File: config.mk
export PLATFORM = sky130hd
export DESIGN_NAME = gate_stim_gen
export DESIGN_NICKNAME = d
export VERILOG_FILES = /design/src/rtl/gate_stim_pkg.sv /design/src/rtl/tick_prescaler.sv /design/src/rtl/gate_stim_gen.sv
export SDC_FILE = /design/constraint.sdc
export NUM_CORES = 1
export LEC_CHECK = 0
export ABC_AREA = 1
export BUFFER_PORTS_ARGS = -buffer_cell sky130_fd_sc_hd__buf_2
export CAP_MARGIN = 20
export CORE_UTILIZATION = 53
export CTS_CLUSTER_SIZE = 20
export DETAILED_ROUTE_END_ITERATION = 6
export PLACE_DENSITY = 0.73
export SLEW_MARGIN = 20
export SYNTH_ARGS = -nofsm -noshare
export SYNTH_HDL_FRONTEND = slang
export SYNTH_SLANG_ARGS = --single-unit
File: constraint.sdc
create_clock -name clk -period 3.8 [get_ports clk]
set_clock_uncertainty 0.15 [all_clocks]
set_input_delay 0.19 -clock clk [delete_from_list [all_inputs] [get_ports clk]]
set_output_delay 0.19 -clock clk [all_outputs]
set_load 0.01 [all_outputs]
File: src/rtl/gate_stim_pkg.sv
// Shared types and default timing constants for the gate stimulus generator.
package gate_stim_pkg;

    typedef enum logic [1:0] {
        IDLE,
        RUN,
        FIN
    } state_e;

    localparam int DEF_TICK_DIV  = 50;
    localparam int DEF_RUN_TICKS = 20;

endpackage

File: src/rtl/tick_prescaler.sv
// Divides clk down to a one-cycle tick every TICK_DIV enabled cycles.
import gate_stim_pkg::*;

module tick_prescaler #(
    parameter int TICK_DIV = DEF_TICK_DIV
) (
    input  logic clk,
    input  logic rst_n,
    input  logic en,
    input  logic clr,
    output logic tick
);

    logic [15:0] cnt_q;
    logic [15:0] cnt_d;

    assign tick = en && !clr && (cnt_q == 16'(TICK_DIV - 1));

    always_comb begin
        cnt_d = cnt_q;
        if (clr) begin
            cnt_d = '0;
        end else if (en) begin
            cnt_d = tick ? '0 : cnt_q + 16'd1;
        end
    end

    always_ff @(posedge clk) begin
        if (!rst_n) begin
            cnt_q <= '0;
        end else begin
            cnt_q <= cnt_d;
        end
    end

endmodule

File: src/rtl/gate_stim_gen.sv
// Drives a/b/c stimulus patterns per tick and counts gate responses.
// Define GATE_STIM_CHECK_EN to enable the sticky d_in vs (a|b|c) checker.
import gate_stim_pkg::*;

module gate_stim_gen #(
    parameter int TICK_DIV  = DEF_TICK_DIV,
    parameter int RUN_TICKS = DEF_RUN_TICKS
) (
    input  logic       clk,
    input  logic       rst_n,
    input  logic       start,
    input  logic       stop,
    output logic       a,
    output logic       b,
    output logic       c,
    input  logic       d_in,
    input  logic       e_in,
    output logic       busy,
    output logic       done,
    output logic [7:0] d_ones,
    output logic [7:0] e_ones,
    output logic       err
);

    state_e      state_q, state_d;
    logic        a_q, a_d, b_q, b_d, c_q, c_d;
    logic [7:0]  d_ones_q, d_ones_d, e_ones_q, e_ones_d;
    logic [7:0]  tick_cnt_q, tick_cnt_d;
    logic [1:0]  mod3_q, mod3_d;
    logic        launch;
    logic        tick;

    assign launch = (state_q == IDLE) && start && !stop;

    tick_prescaler #(
        .TICK_DIV (TICK_DIV)
    ) u_presc (
        .clk   (clk),
        .rst_n (rst_n),
        .en    (state_q == RUN),
        .clr   (launch),
        .tick  (tick)
    );

`ifdef GATE_STIM_CHECK_EN
    logic err_q, err_d;
    assign err = err_q;
`else
    assign err = 1'b0;
`endif

    always_comb begin
        state_d    = state_q;
        a_d        = a_q;
        b_d        = b_q;
        c_d        = c_q;
        d_ones_d   = d_ones_q;
        e_ones_d   = e_ones_q;
        tick_cnt_d = tick_cnt_q;
        mod3_d     = mod3_q;
`ifdef GATE_STIM_CHECK_EN
        err_d      = err_q;
`endif
        unique case (state_q)
            IDLE: begin
                if (launch) begin
                    state_d    = RUN;
                    a_d        = 1'b0;
                    b_d        = 1'b0;
                    c_d        = 1'b0;
                    d_ones_d   = '0;
                    e_ones_d   = '0;
                    tick_cnt_d = '0;
                    mod3_d     = '0;
`ifdef GATE_STIM_CHECK_EN
                    err_d      = 1'b0;
`endif
                end
            end
            RUN: begin
                if (stop) begin
                    state_d = IDLE;
                    a_d     = 1'b0;
                    b_d     = 1'b0;
                    c_d     = 1'b0;
                end else if (tick) begin
                    // tick_cnt_q holds n-1, so an odd value means n is even
                    if (d_in && d_ones_q != 8'hFF) d_ones_d = d_ones_q + 8'd1;
                    if (e_in && e_ones_q != 8'hFF) e_ones_d = e_ones_q + 8'd1;
`ifdef GATE_STIM_CHECK_EN
                    if (d_in != (a_q | b_q | c_q)) err_d = 1'b1;
`endif
                    a_d        = ~a_q;
                    b_d        = b_q ^ tick_cnt_q[0];
                    c_d        = c_q ^ (mod3_q == 2'd2);
                    mod3_d     = (mod3_q == 2'd2) ? 2'd0 : mod3_q + 2'd1;
                    tick_cnt_d = tick_cnt_q + 8'd1;
                    if (tick_cnt_q == 8'(RUN_TICKS - 1)) state_d = FIN;
                end
            end
            FIN: state_d = IDLE;
            default: state_d = IDLE;
        endcase
    end

    always_ff @(posedge clk) begin
        if (!rst_n) begin
            state_q    <= IDLE;
            a_q        <= 1'b0;
            b_q        <= 1'b0;
            c_q        <= 1'b0;
            d_ones_q   <= '0;
            e_ones_q   <= '0;
            tick_cnt_q <= '0;
            mod3_q     <= '0;
        end else begin
            state_q    <= state_d;
            a_q        <= a_d;
            b_q        <= b_d;
            c_q        <= c_d;
            d_ones_q   <= d_ones_d;
            e_ones_q   <= e_ones_d;
            tick_cnt_q <= tick_cnt_d;
            mod3_q     <= mod3_d;
        end
    end

`ifdef GATE_STIM_CHECK_EN
    always_ff @(posedge clk) begin
        if (!rst_n) begin
            err_q <= 1'b0;
        end else begin
            err_q <= err_d;
        end
    end
`endif

    assign a      = a_q;
    assign b      = b_q;
    assign c      = c_q;
    assign d_ones = d_ones_q;
    assign e_ones = e_ones_q;
    assign busy   = (state_q == RUN);
    assign done   = (state_q == FIN);

endmodule

==> results.rst, run 1 <==
.. list-table::
   :header-rows: 1

   * - Metric
     - Value
   * - Final count of hold timing violations
     - 0
   * - Cell area after layout
     - just over 3000 µm²
   * - Number of antenna violations at the first check in global routing
     - 0
   * - Max transition margin
     - between 40% and 50%
   * - Overflow left after global routing
     - 0
   * - Area share of the largest cell type after synthesis
     - around 34%
   * - Area fraction in compound gates after synthesis
     - between 10% and 20%
   * - Top_reg_cell synth
     - dfxtp_1
   * - Clock transition at the registers of the reported paths
     - around 90 ps
   * - Main combinational cell family by area after synthesis
     - simple AND/OR/NAND/NOR gates
   * - Category of the critical setup timing path
     - register to register
   * - Number of optimization iterations in the first detailed-route pass
     - 4
   * - Cell Area, Synth
     - ~2800 µm²
   * - Period utilisation layout
     - around two thirds
   * - Number of buffers inserted by port buffering
     - 26
   * - Number of max-slew violations in the final report
     - 0
   * - Layout net count
     - 478
   * - Post-synth ARST share
     - 0%
   * - Worst Setup Start Kind
     - register
   * - Simple-gate portion of the synthesized area
     - 41.8%
   * - Number of gates given a new drive strength after cts
     - 0
   * - Adder-cell share of the synthesized area
     - 2.25%
   * - Clk Tree Root Cell
     - clkbuf_8
   * - Power density over cell area
     - 313 nW/µm²
   * - Tot GR Track Use
     - a little under a quarter
   * - Gate count after technology mapping
     - 444
   * - Peak supply drop
     - roughly 0.20 mV
   * - Slew @ Worst Pin
     - 775 ps
   * - Place WS
     - ~1300 ps
   * - Leading post-synthesis cells by instance count
     - nand2_1, nor2_1, dfxtp_1, inv_1, a21oi_1
   * - Layout-stage area growth over the synthesis result
     - 9.45%
   * - Cell type with the highest aggregate area in the netlist
     - dfxtp_1
   * - Clock tree from TritonCTS
     - built
   * - Most area-consuming cells after synthesis
     - dfxtp_1, nand2_1, nor2_1, a21oi_1, inv_1
   * - Post-synth net total
     - 455
   * - Worst EP arrival
     - between 2000 and 3000 ps
   * - CP max stage delay
     - 390 ps
   * - Max Clk Rate
     - between 300 and 400 MHz
   * - Worst skew pair latency
     - 310 ps
   * - Worst Hold Depth
     - 3
   * - Run status
     - complete, no violations
   * - Leakage power
     - about 1.2 nW
   * - Final min period
     - 2520 ps
   * - Residual antenna-violating net count after detailed routing
     - 0
   * - Cell repeated most along the worst path
     - nand2_1
   * - Estimated wirelength of the detail-placed design
     - ~4500 µm
   * - Antenna diode count
     - 0
   * - Most frequent cell after synthesis
     - nand2_1
   * - Pin count of the biggest net entering global routing
     - 30
   * - Via/cell ratio
     - 5.21
   * - Count of vias placed by the detailed router
     - approximately 2800
   * - Unique masters post-synth
     - 32
   * - Number of clock sinks seen by CTS
     - 47
   * - Htree depth
     - 2
   * - Die area
     - 5540 µm²
   * - Critical path endpoint category
     - register
   * - Share of cell area taken by muxes after synthesis
     - 0%
   * - FF+latch count, synth
     - 47
   * - CTS hold repair buffers
     - 0
   * - Number of global-route vias before repair
     - about 2400
   * - Path class of the lowest-slack min-delay path
     - input pin to register
   * - R2r worst-path depth
     - 9
   * - Total Negative Setup Slacks
     - 0 ps
   * - Starting Density
     - about 55%
   * - Post-CTS Repair Setup Buffers
     - 0
   * - Number of failing setup endpoints in the final timing report
     - 0
   * - Vert. Die Dim
     - between 70 and 80 µm
   * - YS warnings
     - 0
   * - Worst path required time
     - approximately 3900 ps
   * - Number of CTS-inserted buffers
     - 5
   * - Number of enable flip-flop cells after synthesis
     - 0
   * - RSZ-0062 raised after global routing
     - no
   * - Share of final-layout standard cells stronger than drive strength 1
     - a little under an eighth
   * - DRC
     - 0
   * - Post-synthesis sequential area ratio
     - between 30 and 40%
   * - Post-route worst setup slack
     - 1280 ps
   * - Highest-delay cell along the critical path
     - inv_2
   * - Core region area
     - between 5000 and 6000 µm²
   * - PnR Total Power
     - ~950 µW
   * - Placed standard-cell area
     - 2940 µm²
   * - Wire length of the first global-routing pass
     - between 10000 and 15000 µm
   * - Number of max-cap violations
     - 0
   * - Number of top-level design ports
     - 28
   * - DR iter-0 viols
     - 137
   * - Post-synthesis average cell area
     - 6.26 µm²
   * - Drt wl/cell
     - 11.8 µm
   * - Final core utilization
     - roughly 60%
   * - Top fanout value on the critical path
     - 29
   * - Parity-gate share of the synthesized area counting xor and xnor cells
     - less than 1%
   * - Maximum root-to-sink buffer count
     - 2
   * - Final wirelength
     - 6320 µm
   * - DIE WIDTH
     - about 74 µm
   * - Number of placement rows
     - 26
   * - Cell Chain, Critical Path
     - nand2_1 > buf_4 > inv_2 > nand2_1 > nand2_1 > inv_2 > a21oi_4 > nand3_1 > a21oi_1
   * - Final weighted congestion of routability-driven global placement
     - between 0.8 and 0.9
-- state kept, by name, indices dropped and copies added (netlist names) --
signal / count
tick_cnt_q: 8
state_q: 2
mod3_q: 2
e_ones: 8
b: 1
d_ones: 8
u_presc.cnt_q: 16
c: 1
a: 1
-- cells by family (layout without fill, tap and decap cells) --
family | count (synthesis) | in the layout
DFF | 47 | 47
xor gates and xnor gates | 3 | 3
other | 1 | 1
AOI/OAI and AO/OA | 58 | 58
and+or+nand+nor | 265 | 265
buffers and inverters | 65 | 88
adders and majority gates | 5 | 5
-- critical path: cells and delay by family, from the launching register on --
kind / cells / cell delay (ps)
buf+inv: 3 / 710
compound gates: 2 / 530
flops: 1 / 360
simple gates: 4 / 680
-- placed cells by master, fill, tap and decap left out, types with 5 or more instances in the layout --
master	instances
nand3_1	32
dfxtp_1	47
o21ai_0	11
nor3_1	14
a21oi_1	38
clkbuf_8	5
nand2_1	126
ha_1	5
inv_1	47
nand4_1	18
buf_2	26
nor2_1	61
inv_2	7
-- path summary, 6_finish.rpt --
path / to / from / slack [ps]
max: e_ones[0] / state_q[0] / 1280
min: e_ones[7] / rst_n / 10
max reg2reg: e_ones[0] / state_q[0] / 1280
min reg2reg: a / a / 340
-- per-stage QoR --
step,hold slack (ps),instances
after floorplan,166,444
after global placement,316,530
after detailed placement,320,530
after CTS,7.33,537
after global routing,7.11,537
final,13.6,537
-- routing by layer --
layer  vias up  share of wire [%]  GRT usage, %
met3         7                3.9          4.61
li1       1476                  -             -
met2        56                 46          40.0
met1      1258                 48          29.8
met5         -                  0             0
met4         0                1.3          8.18
-- final cells by class --
cell class,count,area [µm²]
Timing Repair Buffer,27,138
Fill cell,534,2030
Sequential cell,47,941
Clock inverter,1,30.0
Multi-Input combinational cell,332,1570
Inverter,54,203
Tap cell,70,87.6
Clock buffer,6,72.6
-- where the power goes --
part	switching (mW)	leakage, nW	internal (mW)	total, mW
sequential	0.00594	0.379	0.498	0.504
combinational	0.0642	0.746	0.0215	0.0857
clock	0.170	0.0513	0.193	0.363
No activity file was read; power rests on OpenSTA's default activity.
==> run 2: changes to the inputs <==
--- a/config.mk
+++ b/config.mk
@@ -11,7 +11,7 @@
 export CORE_UTILIZATION = 53
 export CTS_CLUSTER_SIZE = 20
 export DETAILED_ROUTE_END_ITERATION = 6
-export PLACE_DENSITY = 0.73
+export PLACE_DENSITY = 0.76
 export SLEW_MARGIN = 20
 export SYNTH_ARGS = -nofsm -noshare
 export SYNTH_HDL_FRONTEND = slang
==> constraint.sdc (replaced) <==
create_clock -name clk -period 2 [get_ports clk]
set_clock_uncertainty 0.15 [all_clocks]
set_input_delay 0.1 -clock clk [delete_from_list [all_inputs] [get_ports clk]]
set_output_delay 0.1 -clock clk [all_outputs]
set_load 0.01 [all_outputs]
==> run 2 against run 1 <==
Compared with the run above: sequential share of layout area shrank 0.57 points; global-route usage decreased by 0.35 points; first-iteration DRC count increased by 35%; sequential power rose by 90%; critical path depth unchanged; via count up 1.8%; critical path type unchanged; largest cell class unchanged.
==> results.rst, run 2 (synthesis gave the netlist of run 1 again) <==
.. list-table::
   :header-rows: 1

   * - Metric
     - Value
   * - Run status
     - complete, no violations
   * - Power density over cell area
     - 541 nW/µm² (+73%)
   * - Total Negative Setup Slacks
     - 0 ps (unchanged)
   * - Post-route non-filler standard cell count
     - 547 (+1.9%)
   * - Worst Setup Start Kind
     - register
   * - Layout-stage area growth over the synthesis result
     - 11.5%
   * - Cell area after layout
     - 3100 µm² (+1.9%)
   * - Peak supply drop
     - 0.560 mV (+190%)
   * - Place WS
     - 150 ps (-1190 ps)
   * - Highest-delay cell along the critical path
     - dfxtp_1
   * - Number of buffers inserted by port buffering
     - 26 (unchanged)
   * - Path class of the lowest-slack min-delay path
     - input pin to register
   * - Met1 Wirelength
     - 3050 µm (-0.13%)
   * - Final count of hold timing violations
     - 0 (unchanged)
   * - Final min period
     - 1830 ps (-699 ps)
   * - Tot GR Track Use
     - 23.2% (-0.35 points)
   * - Vert. Die Dim
     - 74.4 µm (unchanged)
   * - Die area
     - 5540 µm² (unchanged)
   * - Worst EP arrival
     - 1880 ps (-720 ps)
   * - Final wirelength
     - 6250 µm (-1.1%)
   * - DRC
     - 0 (unchanged)
   * - Drt wl/cell
     - 11.4 µm (-2.9%)
   * - Number of cells in the design after placement
     - 537 (+1.3%)
   * - Clock transition at the registers of the reported paths
     - 80 ps (about the same)
   * - Number of max-cap violations
     - 0 (unchanged)
   * - Period utilisation layout
     - 91.3% (+25 points)
   * - Residual antenna-violating net count after detailed routing
     - 0 (unchanged)
   * - Wire length of the first global-routing pass
     - 10100 µm (-0.28%)
   * - Cell Chain, Critical Path
     - ha_1 > nand2_1 > nor2_1 > nand2_1 > nand2_1 > nand2_1 > nand3_2 > o21bai_1 > nor2_1
   * - Maximum root-to-sink buffer count
     - 2 (unchanged)
   * - Overflow left after global routing
     - 0 (unchanged)
   * - Share of final-layout standard cells stronger than drive strength 1
     - 13.2% (+1.9 points)
   * - Number of placement rows
     - 26 (unchanged)
   * - Final weighted congestion of routability-driven global placement
     - 0.842 (-2.1%)
   * - Worst skew pair latency
     - 300 ps (about the same)
   * - Placed standard-cell area
     - 2990 µm² (+1.8%)
   * - Clock tree from TritonCTS
     - built
   * - Number of flip-flops under the largest register name
     - 16 (unchanged)
   * - Number of antenna violations at the first check in global routing
     - 0 (unchanged)
   * - Layout net count
     - 489 (+2.3%)
   * - Worst Hold Slack
     - 0.274 ps (-13.4 ps)
   * - Number of top-level design ports
     - 28 (unchanged)
   * - Leakage power
     - 1.22 nW (+3.4%)
   * - Pin count of the biggest net entering global routing
     - 29 (-3.3%)
   * - Routed length on met2
     - 2920 µm (about the same)
   * - Top register by number of flip-flops
     - u_presc.cnt_q
   * - RSZ-0062 raised after global routing
     - no
   * - Top fanout value on the critical path
     - 10 (-66%)
   * - Worst path required time
     - 2050 ps (-1820 ps)
   * - Number of global-route vias before repair
     - 2364 (unchanged)
   * - Final core utilization
     - 61.1% (+1.1 points)
   * - Starting Density
     - 54.8% (unchanged)
   * - Cell repeated most along the worst path
     - nand2_1
   * - Number of clock sinks seen by CTS
     - 47 (unchanged)
   * - Antenna diode count
     - 0 (unchanged)
   * - Clk Tree Root Cell
     - clkbuf_8
   * - Number of CTS-inserted buffers
     - 5 (unchanged)
   * - Number of failing setup endpoints in the final timing report
     - 0 (unchanged)
   * - Critical path endpoint category
     - register
   * - CP max stage delay
     - 350 ps (-40 ps)
   * - DR iter-0 viols
     - 185 (+35%)
   * - Top Layer Used
     - met4
   * - Number of optimization iterations in the first detailed-route pass
     - 5 (+1)
   * - Estimated wirelength of the detail-placed design
     - 4550 µm (+1.2%)
   * - Count of vias placed by the detailed router
     - 2847 (+1.8%)
   * - Max Clk Rate
     - 548 MHz (+38%)
   * - Most frequent cells in the layout
     - nand2_1, nor2_1, inv_1, dfxtp_1, a21oi_1
   * - Number of max-slew violations in the final report
     - 0 (unchanged)
   * - DIE WIDTH
     - 74.4 µm (unchanged)
   * - Post-route worst setup slack
     - 175 ps (-1100 ps)
   * - Commonest non-fill, non-tap cell in the layout
     - nand2_1
   * - DR WL met3
     - 209 µm (-16%)
   * - Via/cell ratio
     - 5.20 (about the same)
   * - Category of the critical setup timing path
     - register to register
   * - Htree depth
     - 2 (unchanged)
   * - Core region area
     - 5070 µm² (unchanged)
   * - PnR Total Power
     - 1.68 mW (+76%)
## run 2: cell types whose count changed in the layout (fill, tap and decap cells not counted), sizes merged
cell         delta
bufinv          -1
buf            +10
dlygate4sd3     +1
## run 2: power by group
part / internal (mW) / switching [mW]
Sequential: 0.946 / 0.00993
Combinational: 0.0585 / 0.126
Clock: 0.234 / 0.304
## run 2: layout make-up
class / count / area [µm²]
fill: 510 / 1970
sequential: 47 / 941
clock buffer: 6 / 72.6
timing repair buffer: 38 / 223
inverter: 54 / 203
multi-input combinational: 332 / 1580
tap: 70 / 87.6
## run 2: path summary, 6_finish.rpt
check / from / end / slack [ps] / cells past startpoint
worst max-delay path: d_ones[0] / d_ones[6] / 170 / 9
worst min-delay path: stop / b / 0.3 / 4
worst min register to register: mod3_q[0] / mod3_q[0] / 340 / 2
worst max register to register: d_ones[0] / d_ones[6] / 170 / 9
## run 2: what timing repair did
action,in CTS,in global routing
hold buffers,1,0
resized for setup,0,1
endpoints found under the hold margin,3,0
setup endpoints to repair,0,15
setup buffers,0,3
## run 2: worst max-delay path, delay by kind of cell, from the launching register on
kind / cells / cell delay [ps]
DFF: 1 / 350
adders and majority gates: 1 / 220
AOI/OAI and AO/OA: 1 / 190
and+or+nand+nor: 7 / 820
## run 2: routing by layer
layer / vias up / GRT usage, %
li1: 1492 / -
met1: 1286 / 30.7
met2: 61 / 39.2
met3: 8 / 3.66
met4: 0 / 6.50
met5: - / 0
